File: src/rtl/proc_phase_sequencer.sv
// proc_phase_sequencer: steps the processor through its five instruction phases, with stall/start/halt control and cycle/instruction counters.
module proc_phase_sequencer #(
  parameter int CNT_WIDTH = 32
) (
  input  logic                 CLK,
  input  logic                 RST,
  input  logic                 START,
  input  logic                 STALL,
  input  logic                 HALT_REQ,
  output logic [2:0]           STATE,
  output logic [4:0]           PHASE,
  output logic                 INSTR_DONE,
  output logic                 HALT_ACK,
  output logic [CNT_WIDTH-1:0] CYCLE_COUNT,
  output logic [CNT_WIDTH-1:0] INSTR_COUNT
);
  typedef enum logic [2:0] {
    FETCH  = 3'b000,
    DECODE = 3'b001,
    EXE    = 3'b010,
    MEM    = 3'b011,
    WB     = 3'b100,
    HALTED = 3'b110,
    IDLE   = 3'b111
  } state_t;
  state_t               state_q, state_d;
  logic [4:0]           phase_q, phase_d;
  logic                 done_q, done_d;
  logic                 ack_q, ack_d;
  logic                 pend_q, pend_d;
  logic [CNT_WIDTH-1:0] cyc_q, cyc_d;
  logic [CNT_WIDTH-1:0] ins_q, ins_d;
  logic                 active, wb_exit;
  always_comb begin
    state_d = state_q;
    active  = state_q inside {FETCH, DECODE, EXE, MEM, WB};
    wb_exit = (state_q == WB) && !STALL;
    case (state_q)
      IDLE:    state_d = HALT_REQ ? HALTED : START ? FETCH : IDLE;
      FETCH:   state_d = STALL ? FETCH : DECODE;
      DECODE:  state_d = STALL ? DECODE : EXE;
      EXE:     state_d = STALL ? EXE : MEM;
      MEM:     state_d = STALL ? MEM : WB;
      WB:      state_d = STALL ? WB : (pend_q || HALT_REQ) ? HALTED : FETCH;
      HALTED:  state_d = HALT_REQ ? HALTED : IDLE;
      default: state_d = IDLE;
    endcase
    // phase strobes decode the next state so they change in the same edge as STATE
    phase_d = (state_d inside {FETCH, DECODE, EXE, MEM, WB}) ? (5'b00001 << state_d) : 5'b00000;
    ack_d   = state_d == HALTED;
    done_d  = wb_exit;
    pend_d  = (state_d == HALTED) ? 1'b0 : (active && HALT_REQ) ? 1'b1 : pend_q;
    cyc_d   = active ? cyc_q + CNT_WIDTH'(1) : cyc_q;
    ins_d   = wb_exit ? ins_q + CNT_WIDTH'(1) : ins_q;
  end
  always_ff @(posedge CLK or negedge RST) begin
    if (!RST) begin
      state_q <= IDLE;
      phase_q <= '0;
      done_q  <= 1'b0;
      ack_q   <= 1'b0;
      pend_q  <= 1'b0;
      cyc_q   <= '0;
      ins_q   <= '0;
    end else begin
      state_q <= state_d;
      phase_q <= phase_d;
      done_q  <= done_d;
      ack_q   <= ack_d;
      pend_q  <= pend_d;
      cyc_q   <= cyc_d;
      ins_q   <= ins_d;
    end
  end
  assign STATE       = state_q;
  assign PHASE       = phase_q;
  assign INSTR_DONE  = done_q;
  assign HALT_ACK    = ack_q;
  assign CYCLE_COUNT = cyc_q;
  assign INSTR_COUNT = ins_q;
endmodule

File: config.mk
export PLATFORM = sky130hd
export DESIGN_NAME = proc_phase_sequencer
export DESIGN_NICKNAME = d
export VERILOG_FILES = /design/src/rtl/proc_phase_sequencer.sv
export SDC_FILE = /design/constraint.sdc
export NUM_CORES = 1
export LEC_CHECK = 0
export ABC_AREA = 1
export CAP_MARGIN = 20
export CORE_UTILIZATION = 47
export CTS_CLUSTER_SIZE = 8
export DETAILED_ROUTE_END_ITERATION = 7
export PLACE_DENSITY_LB_ADDON = 0.12
export SLEW_MARGIN = 30
export SYNTH_ARGS = -nofsm -noshare
export SYNTH_HDL_FRONTEND = slang
export SYNTH_SLANG_ARGS = --single-unit
File: constraint.sdc
create_clock -name CLK -period 1.45 [get_ports CLK]
set_clock_uncertainty 0.1 [all_clocks]
set_input_delay 0.435 -clock CLK [delete_from_list [all_inputs] [get_ports CLK]]
set_output_delay 0.435 -clock CLK [all_outputs]
set_load 0.01 [all_outputs]
==> metrics, run 1 <==
Non-Filler Instances 940; Core Region 8678 um2; DIE WIDTH 96.45 um; largest delay contributor family on the critical path simple AND/OR/NAND/NOR gates; reg2reg end CYCLE_COUNT[26]; wire length per cell 20.07 um; gr usage total 0.3008; Die H 96.45 um; Nets about 840; Worst path slowest cell dfrtp_1; crit path setup slack, layout -0.3965 ns; Power Density 1244 nW/um2; Worst EP required 1.65 ns; DP HPWL about 9 mm; fillers 443; Final Max Tran Viols 0; reg-to-reg setup timing slack -0.40 ns; crit path max fanout 5; GP Congestion 0.9150; Leak 3.904 nW; I/O pin total 79; # diodes 0; Tmin final 1.846 ns; Via density 5.763; outcome finished, violations left; # rows 34; post-synth cell types 29; f_max 541.6 MHz; # DRC 0; CTS tree yes; WP data arrival 2.05 ns; antenna-violating nets left 0; CTS H-Tree Depth 3; placed cell count 852; vias in the first global route 4670; most frequent cells in the layout nand2_1, buf_4, dfrtp_1, buf_6, buf_2; CP max stage delay 0.42 ns; initial DRC count 396; Setup Viol. Count Final 104; synth warn 0; Setup CP Type reg -> reg; violated checks setup timing; class of the worst hold path in -> async; RSZ-0062 raised after global routing true; antenna violations before repair 0; CTS buffer count 9; final number of hold-violating endpoints 0; Critical Path Source CYCLE_COUNT[1]; PortBufs 78; layout cells sized above 1 0.5385; critical path, cell by cell buf_6 -> ha_4 -> nand3_4 -> inv_4 -> nand2_8 -> nor2_4 -> nand2_2 -> nor2_1 -> nand3_1 -> nand2_1; Syn Area/Cell 7.487 um2; MaxCap Viol Count 0; Area Overhead vs Synth 77.44%; die area 9303 um2; Buf+Inv Stages, Crit Path 2; Synthesized Nets 567; worst vdd ir 1564 uV; fin crit share 1.273; commonest non-fill, non-tap cell in the layout nand2_1; first-pass GRT wire length 21.30 mm; number of clock sinks 75; sequential area share after synthesis 0.4485; pin slew with the least headroom to its limit between 0.3 and 0.4 ns; Initial Utilization 0.4831; Tot Pwr slightly above 0.009 W; Setup crit end kind flip-flop; R2R cell count 10; via count between 5000 and 6000; clock buffer depth 2; Clk Latency, worst-skew pair 0.37 ns; DRT Pass-1 Iters 5; Slew Limit Headroom 0.7450; pre-CTS setup slack -0.5493 ns; WL final 18.87 mm; Reg-to-Reg Start CYCLE_COUNT[1]; cell area after synthesis roughly 4200 um2; CP Launch Type flip-flop; Post-Syn Instances 560; CTS Root Cell clkbuf_8; Clock Pin Slew Worst Setup and Hold Paths 0.10 ns; remaining global-route overflow 0; pin count of the biggest net entering global routing 34; Yosys reg bits 75
==> metrics by stage <==
step	util	cell area [um2]	setup TNS [ns]	hold slack, ns
floorplan	-	4270	-1.205	0.03941
CTS	0.7643	6633	-5.902	0.4415
detailed placement	0.6894	5983	-21.43	0.2757
global route	0.8573	7440	-19.47	0.4742
finish	0.8573	7440	-15.81	0.4235
global placement	0.6894	5983	-19.11	0.2750
==> synth_stat cells <==
master      n  area [um2]
nand2_1   204       765.7
dfrtp_1    72        1802
nor2_1     68       255.2
inv_1      65       244.0
nand3_1    35       175.2
xnor2_1    22       192.7
nand4_1    18       112.6
xor2_1     15       131.4
nor3_1     11       55.05
o21ai_0     7       35.03
nor2_4      6       67.56
nand3b_1    5       37.54
nor2_2      5       31.28
buf_2       3       15.01
dfstp_2     3       78.83
nand2_2     3       18.77
nand3_2     3       30.03
ha_1        2       25.02
inv_2       2       7.510
nand2_4     2       22.52
a21oi_1     1       5.000
and2_1      1       6.260
buf_6       1       11.26
clkinv_2    1       5.000
nand3_4     1       17.52
nor2_8      1       20.02
nor3_2      1       10.01
nor3b_1     1       7.510
o31ai_1     1       7.510
==> area by class of cell <==
class | instances | area (um2) | share of cell area
clock inverters | 4 | 73.82 | 0.009923
multi-input cells | 413 | 2843 | 0.3821
inverters | 68 | 270.3 | 0.03633
flip-flops and latches | 75 | 1884 | 0.2533
well taps | 108 | 135.1 | 0.01816
repair buffers | 261 | 2092 | 0.2812
clock buffers | 11 | 141.4 | 0.01900
==> flip-flops by register name, summed over array words and instances, names as in the netlist <==
register	flops
CYCLE_COUNT	32
HALT_ACK	1
INSTR_COUNT	32
INSTR_DONE	1
PHASE	5
STATE	3
pend_q	1
==> worst reg2reg max path: stages, from the launching register on <==
cell and delay (ns):
dfrtp_1 0.42, buf_6 0.14, ha_4 0.15, nand3_4 0.09, inv_4 0.10, nand2_8 0.07, nor2_4 0.21, nand2_2 0.13
nor2_1 0.12, nand3_1 0.11, nand2_1 0.14
==> cells by family after synthesis <==
group,share of synthesized area
DFF,0.4485
AOI/OAI and AO/OA,0.01134
buffers and inverters,0.06744
and+or+nand+nor,0.3894
xor gates and xnor gates,0.07729
adders and majority gates,0.005967
==> layer usage <==
layer,track usage,up-vias,part of all wire
met3,0.05634,170,0.087
met5,0,-,0
li1,-,2283,-
met1,0.3810,2541,0.36
met2,0.5029,423,0.48
met4,0.1262,0,0.080
==> timing repair <==
action | in CTS | in global routing
cloned | 0 | 1
pin swaps | 49 | 92
resized for setup | 406 | 167
hold buffers | 1 | 0
endpoints found under the setup margin | 134 | 106
setup buffers | 50 | 26
hold endpoints to repair | 18 | 0
==> power breakdown <==
group	internal, W	total, W	leakage (nW)	switching [W]
combinational	0.00215	0.00466	2.79	0.00251
clock	0.00101	0.00190	0.110	0.000886
sequential	0.00241	0.00270	0.999	0.000291
total	0.00557	0.00926	3.90	0.00369
==> how the worst max path moves through the flow <==
stage                      endpoint  slack [ns]  depth (start not counted)
global placement    INSTR_COUNT[16]       -0.52                          8
CTS                 INSTR_COUNT[16]       -0.16                          6
floorplan                    pend_q       -0.12                          8
detailed placement  INSTR_COUNT[20]       -0.55                          8
finish              CYCLE_COUNT[26]       -0.40                         10
global route        CYCLE_COUNT[26]       -0.39                         10
(Power assumes the default switching activity.)
==> inputs of run 2 (changes only) <==
--- a/config.mk
+++ b/config.mk
@@ -5,11 +5,11 @@
 export SDC_FILE = /design/constraint.sdc
 export NUM_CORES = 1
 export LEC_CHECK = 0
-export ABC_AREA = 1
 export CAP_MARGIN = 20
-export CORE_UTILIZATION = 47
+export CORE_UTILIZATION = 55
 export CTS_CLUSTER_SIZE = 8
 export DETAILED_ROUTE_END_ITERATION = 7
+export DONT_BUFFER_PORTS = 1
 export PLACE_DENSITY_LB_ADDON = 0.12
 export SLEW_MARGIN = 30
 export SYNTH_ARGS = -nofsm -noshare
==> constraint.sdc (replaced) <==
create_clock -name CLK -period 1.45 [get_ports CLK]
set_clock_uncertainty 0.1 [all_clocks]
set_input_delay 0.435 -clock CLK [delete_from_list [all_inputs] [get_ports CLK]]
set_output_delay 0.435 -clock CLK [all_outputs]
set_load 0.005 [all_outputs]
==> run 2 against run 1 <==
Compared with the run above:
- the run ends with hold timing, setup timing left
- final cell count fell by 51%
- flip-flop and latch count did not move
- global-route usage fell by 5.3 points
- sequential share of layout area rose by 15 points
- combinational power fell by 62%
- area after synthesis fell by 20%
- worst hold slack got worse by 0.74 ns
- highest routed layer unchanged
==> metrics, run 2 <==
Worst path slowest cell dfstp_2; CP max stage delay 0.54 ns; antenna violations before repair 0; switching power 0.001764 W; number of clock sinks 75; most common cell in the netlist dfrtp_1; Switching Share 0.2874; commonest non-fill, non-tap cell in the layout buf_4; Setup Total Neg Slack -18.27 ns; synth warn 0; initial DRC count 89; outcome finished, violations left; DIE WIDTH 80.11 um; Leak 2.266 nW; RSZ-0062 raised after global routing true; vias in the first global route 2539; layout cells sized above 1 0.4330; top-area cell type share of the netlist area 0.5369; CTS H-Tree Depth 3; gr usage total 0.2476; final hold slack -0.3192 ns; placed cell count 436; Non-Filler Instances 463; Core Region 5886 um2; PortBufs 0; largest delay contributor family on the critical path simple AND/OR/NAND/NOR gates; WP data arrival 1.96 ns; Setup crit end kind flip-flop; worst vdd ir 1391 uV; Via density 5.454; Clock Pin Slew Worst Setup and Hold Paths 0.08 ns; CP Launch Type flip-flop; pin slew with the least headroom to its limit around 0.34 ns; f_max 546.4 MHz; DRT Pass-1 Iters 6; remaining global-route overflow 0; Yosys reg bits 75; # diodes 0; violated checks hold timing, setup timing; Async S/R FF share, synth 1.000; MaxCap Viol Count 0; CTS tree yes; WL final around 7.7 mm; pin count of the biggest net entering global routing 76; Reg-to-Reg Start STATE[2]; synth cell count leaders dfrtp_1, xnor2_1, nand2_1, nand3_1, nand4_1; Post-synth EDFFs 0; Setup CP Type reg -> reg; Critical Path Source STATE[2]; Int Pwr 0.004374 W; Post-Syn Instances between 200 and 300; largest cells by area after synthesis dfrtp_1, xnor2_1, xor2_1; Worst EP required 1.58 ns; Synth area leader dfrtp_1; CTS Root Cell clkbuf_8; post-synth cell types 43; wire length per cell 16.58 um; GP Congestion 0.7502; I/O pin total 79; critical path, cell by cell nor4b_4 -> buf_4 -> nand4_4 -> nor3_4 -> nand4_1 -> xnor2_1; via count between 2000 and 3000; Clk Latency, worst-skew pair 0.34 ns; fin crit share 1.262; sequential area share after synthesis 0.5604; Synth Flop Type dfrtp_1; DP HPWL around 5 mm; crit path max fanout 4; clock network power share 0.287; first-pass GRT wire length between 10 and 15 mm; most frequent cells in the layout buf_4, dfrtp_1, xnor2_1, buf_6, nand2_1; Setup Viol. Count Final 76; die area 6418 um2; final number of hold-violating endpoints 75; cell area after synthesis 3356 um2; # DRC 0; reg-to-reg setup timing slack -0.38 ns; crit path setup slack, layout -0.3802 ns; Initial Utilization 0.5702; antenna-violating nets left 0; Tmin final around 1.8 ns; Nets 391; Area Overhead vs Synth 39.49%; Final Max Tran Viols 0; Die H ~80 um; Syn Area/Cell ~12 um2; Buf+Inv Stages, Crit Path 1; class of the worst hold path in -> async; clock buffer depth 2; Power Density 1311 nW/um2; Slew Limit Headroom 0.7712; # rows 28; Tot Pwr roughly 0.006 W; Seq pwr share 0.422; CTS buffer count 9; Comb power frac 0.291; Synthesized Nets 287
==> run 2: cell types whose count changed after synthesis, sizes merged, moves of 3 or more <==
| cell | previous run | this run |
|---|---|---|
| nand3b | 5 | 1 |
| nand3 | 39 | 22 |
| nor4 | 0 | 4 |
| nor2 | 80 | 11 |
| nor2b | 0 | 3 |
| and3 | 0 | 11 |
| inv | 67 | 4 |
| nor3 | 12 | 7 |
| o21ai | 7 | 4 |
| and4 | 0 | 10 |
| nand2 | 209 | 25 |
| xnor2 | 22 | 49 |
==> run 2: worst reg2reg max path, cell delays in order, from the launching register on <==
cell and delay (ns):
dfstp_2 0.54, nor4b_4 0.17, buf_4 0.18, nand4_4 0.16, nor3_4 0.29, nand4_1 0.14, xnor2_1 0.15
==> run 2: repair_timing <==
action / 4_1_cts / 5_1_grt
cloned: 1 / 0
endpoints found under the setup margin: 74 / 96
setup buffers: 7 / 4
hold endpoints to repair: 75 / 75
pin swaps: 22 / 14
resized for setup: 44 / 28
==> run 2: routing by layer <==
| layer | vias to the layer above | global-route usage | wire [um] |
|---|---|---|---|
| met1 | 1247 | 0.3186 | 3371 |
| met5 | - | 0 | 0 |
| met4 | 0 | 0.1143 | 117 |
| met3 | 11 | 0.05909 | 384 |
| li1 | 1186 | - | - |
| met2 | 81 | 0.3957 | 3802 |
==> run 2: cells by family (layout without fill, tap and decap cells) <==
group,count (synthesis),in the layout,synth area share
buf+inv,10,118,0.01938
fa+ha+maj,2,2,0.007456
flops,75,75,0.5604
xor+xnor,62,62,0.1618
mux,2,2,0.006711
compound gates,10,10,0.01976
simple gates,119,119,0.2245
==> run 2: layout make-up <==
cell class	instances	area, um2
repair buffers	99	843.3
clock buffers	11	141.4
inverters	4	15.01
clock inverters	4	75.07
well taps	75	93.84
multi-input cells	195	1630
fillers	367	1205
flip-flops and latches	75	1882
==> run 2: final timing paths <==
kind	to	cells after the start
hold / removal	CYCLE_COUNT[8]	0
setup reg to reg	INSTR_COUNT[16]	6
min in group CLK	pend_q	2
max in group asynchronous	STATE[0]	0
setup / recovery	INSTR_COUNT[16]	6
hold reg to reg	CYCLE_COUNT[31]	1
==> run 2: metrics by stage <==
stage	util	hold WS [ns]	setup slack, ns	area, um2
4_1_cts	0.7702	-0.3345	-0.3539	4533
3_5_place_dp	0.6926	0.04092	-0.3782	4076
5_1_grt	0.7953	-0.3412	-0.4583	4681
2_1_floorplan	-	0.03941	-0.5544	3368
3_3_place_gp	0.6926	0.04080	-0.3637	4076
6_report	0.7953	-0.3192	-0.3802	4681
==> run 2: power by group through the flow <==
stage | logic (W) | registers (W) | clock network, W
2_1_floorplan | 0.000708 | 0.00265 | 0
3_3_place_gp | 0.00135 | 0.00259 | 0
3_5_place_dp | 0.00139 | 0.00260 | 0
4_1_cts | 0.00163 | 0.00257 | 0.00178
5_1_grt | 0.00195 | 0.00262 | 0.00187
6_report | 0.00179 | 0.00259 | 0.00176
==> inputs of run 3 (changes only) <==
--- a/config.mk
+++ b/config.mk
@@ -7,6 +7,7 @@
 export LEC_CHECK = 0
 export CAP_MARGIN = 20
 export CORE_UTILIZATION = 55
+export CTS_CLUSTER_DIAMETER = 80
 export CTS_CLUSTER_SIZE = 8
 export DETAILED_ROUTE_END_ITERATION = 7
 export DONT_BUFFER_PORTS = 1
@@ -15,3 +16,4 @@
 export SYNTH_ARGS = -nofsm -noshare
 export SYNTH_HDL_FRONTEND = slang
 export SYNTH_SLANG_ARGS = --single-unit
+export TNS_END_PERCENT = 20
==> run 3 against run 2 <==
Compared with the run above:
- the run still ends with hold timing, setup timing left
- critical path depth down 1
- worst hold slack worse by 0.0068 ns
- first-iteration DRC count down 29%
- via count up 2.0%
- utilization up 1.6 points
- sequential power about the same
- non-clock buffer count up 7
- worst setup slack worse by 0.023 ns
- final cell count up 1.7%
- count of clock-buffer cells in the layout up 1
- critical endpoint is now INSTR_COUNT[30]
- highest routed layer unchanged
==> metrics, run 3 (synthesized netlist as in run 2, its figures left out) <==
Area Overhead vs Synth 42.28%; Worst EP required 1.62 ns; Power Density 1305 nW/um2; final hold slack -0.3260 ns; largest delay contributor family on the critical path simple AND/OR/NAND/NOR gates; Die H 80.11 um; number of clock sinks between 70 and 80; Initial Utilization 0.5702; Via density 5.467; die area 6418 um2; initial DRC count 63; wire length per cell 16.96 um; commonest non-fill, non-tap cell in the layout buf_4; antenna-violating nets left 0; pin count of the biggest net entering global routing 76; Multi-input gate area 1663 um2; layout cells sized above 1 0.4545; Slew Limit Headroom 0.7819; most frequent cells in the layout buf_4, dfrtp_1, xnor2_1, buf_6, nand2_1; Tmin final 1.854 ns; via count around 2600; first-pass GRT wire length 11.66 mm; Setup CP Type reg -> reg; Setup crit end kind flip-flop; Buf+Inv Stages, Crit Path 0; I/O pin total slightly below 80; MaxCap Viol Count 0; fin crit share 1.278; WL final 7.986 mm; CTS Root Cell clkbuf_8; CTS H-Tree Depth 3; final number of hold-violating endpoints 75; # rows 28; clock buffer depth 2; crit path max fanout 2; # diodes 0; RSZ-0062 raised after global routing true; post-placement cell area 4090 um2; Nets between 300 and 400; remaining global-route overflow 0; # DRC 0; Setup Viol. Count Final 75; fillers 325; Worst path slowest cell or3b_4; WP data arrival 2.03 ns; vias in the first global route between 2000 and 3000; CP max stage delay 0.38 ns; gr usage total 0.2440; f_max 539.5 MHz; DRT Pass-1 Iters 4; CTS tree yes; DP HPWL 5.112 mm; pre-CTS setup slack -0.4148 ns; CP Launch Type flip-flop; final core occ 0.8112; outcome finished, violations left; GP Congestion about 0.79; PortBufs 0; Clk Latency, worst-skew pair 0.35 ns; worst vdd ir between 1500 and 2000 uV; Leak about 2.3 nW; CTS buffer count 9; critical path, cell by cell and4_4 -> or3b_4 -> or3_4 -> nor3_2 -> xor2_1; DIE WIDTH about 80 um; Clock Pin Slew Worst Setup and Hold Paths 0.08 ns; violated checks hold timing, setup timing; R2R cell count 5; post-layout instance area 4775 um2; class of the worst hold path in -> async; pin slew with the least headroom to its limit 0.3263 ns; crit path setup slack, layout -0.4035 ns; Core Region slightly below 6000 um2; Final Max Tran Viols 0; antenna violations before repair 0; Crit. path cell count 5; sequential cell area 1882 um2
## run 3: per-layer routing
layer / wire (um) / vias to the layer above / track usage
li1: - / 1202 / -
met1: 3403 / 1287 / 0.2947
met2: 4002 / 74 / 0.4094
met3: 434 / 12 / 0.06250
met4: 145 / 0 / 0.1107
met5: 0 / - / 0
## run 3: path summary, 6_finish.rpt
path | from | to | slack [ns]
setup / recovery | INSTR_COUNT[20] | INSTR_COUNT[30] | -0.40
hold reg to reg | CYCLE_COUNT[31] | CYCLE_COUNT[31] | 0.40
setup reg to reg | INSTR_COUNT[20] | INSTR_COUNT[30] | -0.40
max in group asynchronous | RST | STATE[2] | 1.38
hold / removal | RST | CYCLE_COUNT[8] | -0.33
min in group CLK | HALT_REQ | pend_q | 0.17
## run 3: per-stage QoR
stage	setup TNS, ns	power, W	std cells	hold slack [ns]
after global placement	-14.64	0.003956	441	0.04089
after floorplan	-19.76	0.003330	280	0.03941
final	-16.43	0.006230	471	-0.3260
after CTS	-13.74	0.005919	465	-0.3440
after global routing	-21.08	0.006485	471	-0.3486
after detailed placement	-16.74	0.004000	441	0.04090
## run 3: timing repair
| item | in CTS | in global routing |
|---|---|---|
| hold endpoints to repair | 75 | 75 |
| gates cloned | 0 | 0 |
| setup endpoints to repair | 77 | 94 |
| pin swaps | 29 | 9 |
| setup buffers | 8 | 6 |
| gates resized for setup | 53 | 37 |
## run 3: final cells by class
class / instances / share of cell area
clock buffers: 12 / 0.03249
inverters: 4 / 0.003145
well taps: 75 / 0.01965
clock inverters: 4 / 0.01048
repair buffers: 106 / 0.1918
multi-input cells: 195 / 0.3483
flip-flops and latches: 75 / 0.3941
## run 3: worst register-to-register path: stages (launching register included)
cell and delay (ns):
dfrtp_1 0.37, and4_4 0.24, or3b_4 0.38, or3_4 0.36, nor3_2 0.18, xor2_1 0.15
## run 3: where the power goes
group / total [W] / switching [W] / internal, W
logic: 0.00198 / 0.000885 / 0.00109
clock network: 0.00166 / 0.000769 / 0.000887
registers: 0.00260 / 0.000216 / 0.00238
